===== src/rtl/dmem_arbiter_aes128_pkg.sv =====
// Shared definitions for the data-memory arbiter: ownership encoding and default bus widths.
package dmem_arbiter_aes128_pkg;

   localparam int unsigned DefVlen = 128;
   localparam int unsigned DefAw   = 32;

   typedef enum logic [1:0] {
      StIdle = 2'd0,
      StOwnC = 2'd1,
      StOwnD = 2'd2
   } arb_state_e;

endpackage


===== src/rtl/dmem_arbiter_aes128_if.sv =====
// CPU, DMA and memory-side signals of the shared data-memory port.
interface dmem_arbiter_aes128_if
   import dmem_arbiter_aes128_pkg::*;
#(
   parameter int unsigned VLEN = DefVlen,
   parameter int unsigned AW   = DefAw
);
   logic            c_req,    d_req;
   logic            c_lock,   d_lock;
   logic [AW-1:0]   c_addr,   d_addr;
   logic [VLEN-1:0] c_wdata,  d_wdata;
   logic [3:0]      c_wmem,   d_wmem;
   logic            c_vector, d_vector;
   logic            c_gnt,    d_gnt;
   logic [VLEN-1:0] c_rdata,  d_rdata;
   logic [AW-1:0]   m_addr;
   logic [VLEN-1:0] m_wdata;
   logic [3:0]      m_wmem;
   logic            m_vector;
   logic [VLEN-1:0] m_rdata;

   modport slave (
      input  c_req, d_req, c_lock, d_lock, c_addr, d_addr, c_wdata, d_wdata,
             c_wmem, d_wmem, c_vector, d_vector, m_rdata,
      output c_gnt, d_gnt, c_rdata, d_rdata, m_addr, m_wdata, m_wmem, m_vector
   );

   modport master (
      output c_req, d_req, c_lock, d_lock, c_addr, d_addr, c_wdata, d_wdata,
             c_wmem, d_wmem, c_vector, d_vector, m_rdata,
      input  c_gnt, d_gnt, c_rdata, d_rdata, m_addr, m_wdata, m_wmem, m_vector
   );

endinterface


===== src/rtl/dmem_arbiter_aes128_port_mux.sv =====
// Owner-select mux toward memory; write strobes only pass for a requesting owner outside reset.
module dmem_port_mux
   import dmem_arbiter_aes128_pkg::*;
#(
   parameter int unsigned VLEN = DefVlen,
   parameter int unsigned AW   = DefAw
) (
   input  arb_state_e      state_i,
   input  logic            clr_i,
   input  logic            c_req_i,
   input  logic [AW-1:0]   c_addr_i,
   input  logic [VLEN-1:0] c_wdata_i,
   input  logic [3:0]      c_wmem_i,
   input  logic            c_vector_i,
   input  logic            d_req_i,
   input  logic [AW-1:0]   d_addr_i,
   input  logic [VLEN-1:0] d_wdata_i,
   input  logic [3:0]      d_wmem_i,
   input  logic            d_vector_i,
   output logic [AW-1:0]   m_addr_o,
   output logic [VLEN-1:0] m_wdata_o,
   output logic [3:0]      m_wmem_o,
   output logic            m_vector_o
);

   always_comb begin
      m_addr_o   = '0;
      m_wdata_o  = '0;
      m_wmem_o   = '0;
      m_vector_o = 1'b0;
      unique case (state_i)
         StOwnC: begin
            m_addr_o   = c_addr_i;
            m_wdata_o  = c_wdata_i;
            m_wmem_o   = c_wmem_i & {4{c_req_i}};
            m_vector_o = c_vector_i;
         end
         StOwnD: begin
            m_addr_o   = d_addr_i;
            m_wdata_o  = d_wdata_i;
            m_wmem_o   = d_wmem_i & {4{d_req_i}};
            m_vector_o = d_vector_i;
         end
         default: ;
      endcase
      if (clr_i) m_wmem_o = '0;
   end

endmodule


===== src/rtl/dmem_arbiter_aes128.sv =====
// CPU/DMA arbiter for the 128-bit data memory: alternating tie priority, hold limit, owner lock.
module dmem_arbiter_aes128
   import dmem_arbiter_aes128_pkg::*;
#(
   parameter int unsigned VLEN     = DefVlen,
   parameter int unsigned AW       = DefAw,
   parameter int unsigned MAX_HOLD = 8
) (
   input logic                  clk,
   input logic                  clr,
   dmem_arbiter_aes128_if.slave bus
);

   localparam logic [7:0] HoldMax = 8'(MAX_HOLD);
   localparam logic [7:0] HoldRel = 8'(MAX_HOLD - 1);

   arb_state_e state_q, state_d;
   logic       last_q, last_d;
   logic [7:0] hold_q, hold_d;
   logic       c_rel, d_rel;

   always_ff @(posedge clk) begin
      if (clr) begin
         state_q <= StIdle;
         last_q  <= 1'b1;
         hold_q  <= '0;
      end else begin
         state_q <= state_d;
         last_q  <= last_d;
         hold_q  <= hold_d;
      end
   end

   // Compare with >= so a saturated counter (after a lock or an uncontested stretch)
   // still yields to a waiting competitor instead of starving it.
   assign c_rel = !bus.c_lock && (!bus.c_req || (hold_q >= HoldRel && bus.d_req));
   assign d_rel = !bus.d_lock && (!bus.d_req || (hold_q >= HoldRel && bus.c_req));

   always_comb begin
      state_d = state_q;
      unique case (state_q)
         StIdle: begin
            if (bus.c_req && bus.d_req) state_d = last_q ? StOwnC : StOwnD;
            else if (bus.c_req)         state_d = StOwnC;
            else if (bus.d_req)         state_d = StOwnD;
         end
         StOwnC: begin
            if (c_rel) begin
               if (bus.d_req)       state_d = StOwnD;
               else if (!bus.c_req) state_d = StIdle;
            end
         end
         StOwnD: begin
            if (d_rel) begin
               if (bus.c_req)       state_d = StOwnC;
               else if (!bus.d_req) state_d = StIdle;
            end
         end
         default: state_d = StIdle;
      endcase
   end

   always_comb begin
      last_d = last_q;
      if (state_d == StOwnC)      last_d = 1'b0;
      else if (state_d == StOwnD) last_d = 1'b1;

      hold_d = hold_q;
      if (state_d != state_q)                       hold_d = '0;
      else if (state_q != StIdle && hold_q != HoldMax) hold_d = hold_q + 8'd1;
   end

   always_comb begin
      bus.c_gnt   = (state_q == StOwnC);
      bus.d_gnt   = (state_q == StOwnD);
      bus.c_rdata = bus.c_gnt ? bus.m_rdata : '0;
      bus.d_rdata = bus.d_gnt ? bus.m_rdata : '0;
   end

   dmem_port_mux #(
      .VLEN (VLEN),
      .AW   (AW)
   ) u_port_mux (
      .state_i    (state_q),
      .clr_i      (clr),
      .c_req_i    (bus.c_req),
      .c_addr_i   (bus.c_addr),
      .c_wdata_i  (bus.c_wdata),
      .c_wmem_i   (bus.c_wmem),
      .c_vector_i (bus.c_vector),
      .d_req_i    (bus.d_req),
      .d_addr_i   (bus.d_addr),
      .d_wdata_i  (bus.d_wdata),
      .d_wmem_i   (bus.d_wmem),
      .d_vector_i (bus.d_vector),
      .m_addr_o   (bus.m_addr),
      .m_wdata_o  (bus.m_wdata),
      .m_wmem_o   (bus.m_wmem),
      .m_vector_o (bus.m_vector)
   );

endmodule


===== src/flat_wrapper.sv =====
// flat-port wrapper written by rule: the top's interface ports become plain ports
module dmem_arbiter_aes128_flat import dmem_arbiter_aes128_pkg::*;
#(
   parameter int unsigned VLEN     = DefVlen,
   parameter int unsigned AW       = DefAw,
   parameter int unsigned MAX_HOLD = 8
)
  (clk, clr, bus_c_req, bus_d_req, bus_c_lock, bus_d_lock, bus_c_addr, bus_d_addr, bus_c_wdata, bus_d_wdata, bus_c_wmem, bus_d_wmem, bus_c_vector, bus_d_vector, bus_m_rdata, bus_c_gnt, bus_d_gnt, bus_c_rdata, bus_d_rdata, bus_m_addr, bus_m_wdata, bus_m_wmem, bus_m_vector);
  dmem_arbiter_aes128_if #(.VLEN(VLEN), .AW(AW)) bus_i ();
  input logic clk;
  input logic clr;
  input wire logic [$bits(bus_i.c_req)-1:0] bus_c_req;
  input wire logic [$bits(bus_i.d_req)-1:0] bus_d_req;
  input wire logic [$bits(bus_i.c_lock)-1:0] bus_c_lock;
  input wire logic [$bits(bus_i.d_lock)-1:0] bus_d_lock;
  input wire logic [$bits(bus_i.c_addr)-1:0] bus_c_addr;
  input wire logic [$bits(bus_i.d_addr)-1:0] bus_d_addr;
  input wire logic [$bits(bus_i.c_wdata)-1:0] bus_c_wdata;
  input wire logic [$bits(bus_i.d_wdata)-1:0] bus_d_wdata;
  input wire logic [$bits(bus_i.c_wmem)-1:0] bus_c_wmem;
  input wire logic [$bits(bus_i.d_wmem)-1:0] bus_d_wmem;
  input wire logic [$bits(bus_i.c_vector)-1:0] bus_c_vector;
  input wire logic [$bits(bus_i.d_vector)-1:0] bus_d_vector;
  input wire logic [$bits(bus_i.m_rdata)-1:0] bus_m_rdata;
  output wire logic [$bits(bus_i.c_gnt)-1:0] bus_c_gnt;
  output wire logic [$bits(bus_i.d_gnt)-1:0] bus_d_gnt;
  output wire logic [$bits(bus_i.c_rdata)-1:0] bus_c_rdata;
  output wire logic [$bits(bus_i.d_rdata)-1:0] bus_d_rdata;
  output wire logic [$bits(bus_i.m_addr)-1:0] bus_m_addr;
  output wire logic [$bits(bus_i.m_wdata)-1:0] bus_m_wdata;
  output wire logic [$bits(bus_i.m_wmem)-1:0] bus_m_wmem;
  output wire logic [$bits(bus_i.m_vector)-1:0] bus_m_vector;
  assign bus_i.c_req = bus_c_req;
  assign bus_i.d_req = bus_d_req;
  assign bus_i.c_lock = bus_c_lock;
  assign bus_i.d_lock = bus_d_lock;
  assign bus_i.c_addr = bus_c_addr;
  assign bus_i.d_addr = bus_d_addr;
  assign bus_i.c_wdata = bus_c_wdata;
  assign bus_i.d_wdata = bus_d_wdata;
  assign bus_i.c_wmem = bus_c_wmem;
  assign bus_i.d_wmem = bus_d_wmem;
  assign bus_i.c_vector = bus_c_vector;
  assign bus_i.d_vector = bus_d_vector;
  assign bus_i.m_rdata = bus_m_rdata;
  assign bus_c_gnt = bus_i.c_gnt;
  assign bus_d_gnt = bus_i.d_gnt;
  assign bus_c_rdata = bus_i.c_rdata;
  assign bus_d_rdata = bus_i.d_rdata;
  assign bus_m_addr = bus_i.m_addr;
  assign bus_m_wdata = bus_i.m_wdata;
  assign bus_m_wmem = bus_i.m_wmem;
  assign bus_m_vector = bus_i.m_vector;
  dmem_arbiter_aes128 #(.VLEN(VLEN), .AW(AW), .MAX_HOLD(MAX_HOLD)) u_core (.clk(clk), .clr(clr), .bus(bus_i));
endmodule

===== config.mk =====
export PLATFORM = sky130hd
export DESIGN_NAME = dmem_arbiter_aes128_flat
export DESIGN_NICKNAME = d
export VERILOG_FILES = /design/src/rtl/dmem_arbiter_aes128_pkg.sv /design/src/rtl/dmem_arbiter_aes128_if.sv /design/src/rtl/dmem_arbiter_aes128_port_mux.sv /design/src/rtl/dmem_arbiter_aes128.sv /design/src/flat_wrapper.sv
export SDC_FILE = /design/constraint.sdc
export NUM_CORES = 1
export LEC_CHECK = 0
export ABC_AREA = 1
export BUFFER_PORTS_ARGS = -buffer_cell sky130_fd_sc_hd__clkbuf_2
export CAP_MARGIN = 15
export CORE_AREA = 2 2 349 351
export CTS_CLUSTER_DIAMETER = 50
export DETAILED_ROUTE_END_ITERATION = 10
export DIE_AREA = 0 0 351 353
export PLACE_DENSITY = 0.3
export SYNTH_ARGS = -nofsm -noshare
export SYNTH_HDL_FRONTEND = slang
export SYNTH_HIERARCHICAL = 1
export SYNTH_SLANG_ARGS = --single-unit
export TNS_END_PERCENT = 30

===== constraint.sdc =====
create_clock -name clk -period 1.7 [get_ports clk]
set_input_delay 0.34 -clock clk [delete_from_list [all_inputs] [get_ports clk]]
set_output_delay 0.34 -clock clk [all_outputs]
set_load 0.05 [all_outputs]

==> flow_summary.yaml <==
clock_network:
  clockBufferDepth: 2
  cts_hold_buf: 0
  numCtsBuffers: 3
  clk_latency_ps: 250
  clk_pin_slew_ps: 50
  clkSinkCount: 11
  tritoncts: "yes"
  h-tree-depth: 1
  cts-root-buf: "clkbuf_16"
synthesis:
  yosysSeqAreaShare: 0.04605
  synth_seq_cells: 11
  syn_nets: 1550
  synth_top_flop_cell: "dfxtp_1"
  ys_warn_count: 6
  synth.most_common_cell: "nand2_1"
  synth_area_leader_cell: "nand2_1"
  yosysTopAreaCellShare: 0.2739
  syn_inst: 1080
  netlist_area_um2: 4782
  synthArstFlopShare: 0
  synthTopCellsByCount: "nand2_1 (349), nor2_1 (273), a21oi_1 (169)"
  synth-edff-count: 0
  yosys-top-cells-area: "nand2_1 (27%), nor2_1 (21%), a21oi_1 (18%), inv_1 (12%), buf_2 (6.5%)"
  post_synth_num_cell_types: 27
  synth.avg_cell_area_um2: 4.428
timing:
  whs_ps: 439.3
  max_freq_mhz: 462.4
  relSlewSlack: 0.7749
  tightestPinTransition_ps: 337.3
  hold_viol: 0
  min_period_ps: 2163
  fin_setup_tns_ps: -138350
  drv_slew: 0
  setup_viol: 425
  period_share: 1.272
  rsz0062_at_grt: "yes"
  fin_skew_ps: 4.545
  layout_setup_ws_ps: -462.7
worst_hold_path:
  hold-path-cell-count: 3
  min_to: "u_core/state_q[0]"
  hp-start: "clr"
  min_path_type: "in2reg"
critical_path:
  reg2reg_from: "u_core/state_q[1]"
  crit_fanout: 12
  critical_path_class: "reg2out"
  ff2ff_setup_slack_ps: -270
  critPathLaunchType: "flop"
  r2r_end: "u_core/last_q"
  cp-end-kind: "output port"
  required_ps: 1360
  crit_arrival_ps: 1820
  ff2ff_path_depth: 10
global_route:
  grt-ovfl-total: 0
  antenna_found_initial: 32
  grt_use_met2: 0.2453
  top_usage_layer: "met2"
  grt_pass1_wl_um: 108900
  grt_use_total: 0.1324
  grt_pass1_vias: 11230
  use_met1: 0.1583
  grt_max_degree: 53
  use_met3: 0.03066
cells_and_area:
  drive_above_1_share: 0.6149
  finalInstanceArea_um2: 18920
  syn2layout_area_growth_pct: 295.7
  finalCoreUtilization: 0.1569
  num-nets-final: 2559
  nFillCells: 13950
floorplanning:
  initial_core_util: 0.03965
  dieHeight_um: 353
  die_x_um: 351
  die-area_um2: 123900
  rows: 128
  core_area_um2: 120600
  ios: 887
power:
  power_density_nw_per_um2: 606.7
  leakage_uw: 0.008505
  ir_worst_vdd_uv: 223.0
status:
  status: "complete, but fails checks"
  violations: "setup timing"
place:
  gp_congestion: 0.8672
  hpwl_um: 80380
  dpl-instance-area_um2: 17080
  io_buffers: 886
  dp_slack_ps: -394.0
route:
  dr.first_iter.drc_count: 567
  antenna_left: 0
  vias: 11070
  drt-wirelength-per-cell_um: 23.53
  vias_per_cell: 2.979
  drc: 0
  drtPass1Iterations: 6
  routed_wl_um: 87420
job:
  cap_violations: 0
-- how the worst max path moves through the flow --
stage | startpoint | to | slack [ps] | cells past startpoint
after floorplan | u_core/state_q[0] | bus_m_addr[10] | -470 | 6
after global placement | u_core/state_q[1] | bus_m_addr[21] | -420 | 8
after detailed placement | u_core/state_q[1] | bus_m_wdata[35] | -390 | 8
after CTS | u_core/state_q[1] | bus_m_wdata[1] | -470 | 8
after global routing | u_core/state_q[1] | bus_c_rdata[60] | -520 | 8
final | u_core/state_q[0] | bus_m_addr[20] | -460 | 8
-- cell type report --
type / count / area (um2) / share of cell area
tap: 1625 / 2033 / 0.1075
sequential: 11 / 227.7 / 0.01203
multi-input combinational: 837 / 4588 / 0.2425
clock buffer: 3 / 75.07 / 0.003967
clock inverter: 1 / 5.005 / 0.0002645
timing repair buffer: 1085 / 11400 / 0.6027
inverter: 151 / 580.6 / 0.03068
antenna: 3 / 7.507 / 0.0003967
-- flip-flops by register name, indices dropped and copies added, names as in the netlist --
register	flops
u_core/hold_q	8
u_core/last_q	1
u_core/state_q	2
-- per-layer routing --
metal,wire length [um],part of all wire
met1,35270,0.40
met2,44570,0.51
met3,6446,0.074
met4,945,0.011
met5,192,0.0022
-- stage by stage --
stage / std cells / total power, uW
5_1_grt: 3714 / 12020
2_1_floorplan: 1080 / 4758
6_report: 3716 / 11480
4_1_cts: 3707 / 11340
3_3_place_gp: 3691 / 10090
3_5_place_dp: 3691 / 10080
-- worst max-delay path: stages, from the launching register on --
cell and delay, ps:
dfxtp_4 360, inv_2 70, ha_4 140, buf_12 180
buf_8 170, nand2_2 100, a21oi_4 230, buf_4 160
buf_12 130
-- kinds of logic after synthesis --
logic type	count (synthesis)	synth area share
fa+ha+maj	6	0.01570
xor+xnor	5	0.009159
simple gates	651	0.5277
buf+inv	233	0.2156
compound gates	174	0.1858
flops	11	0.04605
-- cells in the final DEF, fill, tap and decap left out, drive strengths merged, types with 2 or more instances in the layout --
| cell type | count |
|---|---|
| nand4 | 2 |
| a21oi | 169 |
| diode | 3 |
| bufbuf | 5 |
| ha | 6 |
| dfxtp | 11 |
| clkbuf | 548 |
| nand3 | 16 |
| inv | 150 |
| o21ai | 3 |
| nor2 | 277 |
| xor2 | 3 |
| buf | 535 |
| nand2 | 353 |
| xnor2 | 2 |
-- power breakdown --
group,internal [uW],total [uW],switching (uW)
Combinational,4240,10700,6470
Clock,314,462,148
Sequential,279,300,20.8
Total,4840,11500,6640
-- what timing repair did --
| action | 4_1_cts | 5_1_grt |
|---|---|---|
| resized for setup | 240 | 175 |
| pin swaps | 30 | 12 |
| setup buffers | 6 | 1 |
| setup endpoints to repair | 424 | 433 |
| gates cloned | 6 | 5 |
Power figures use the tool's default switching activity.
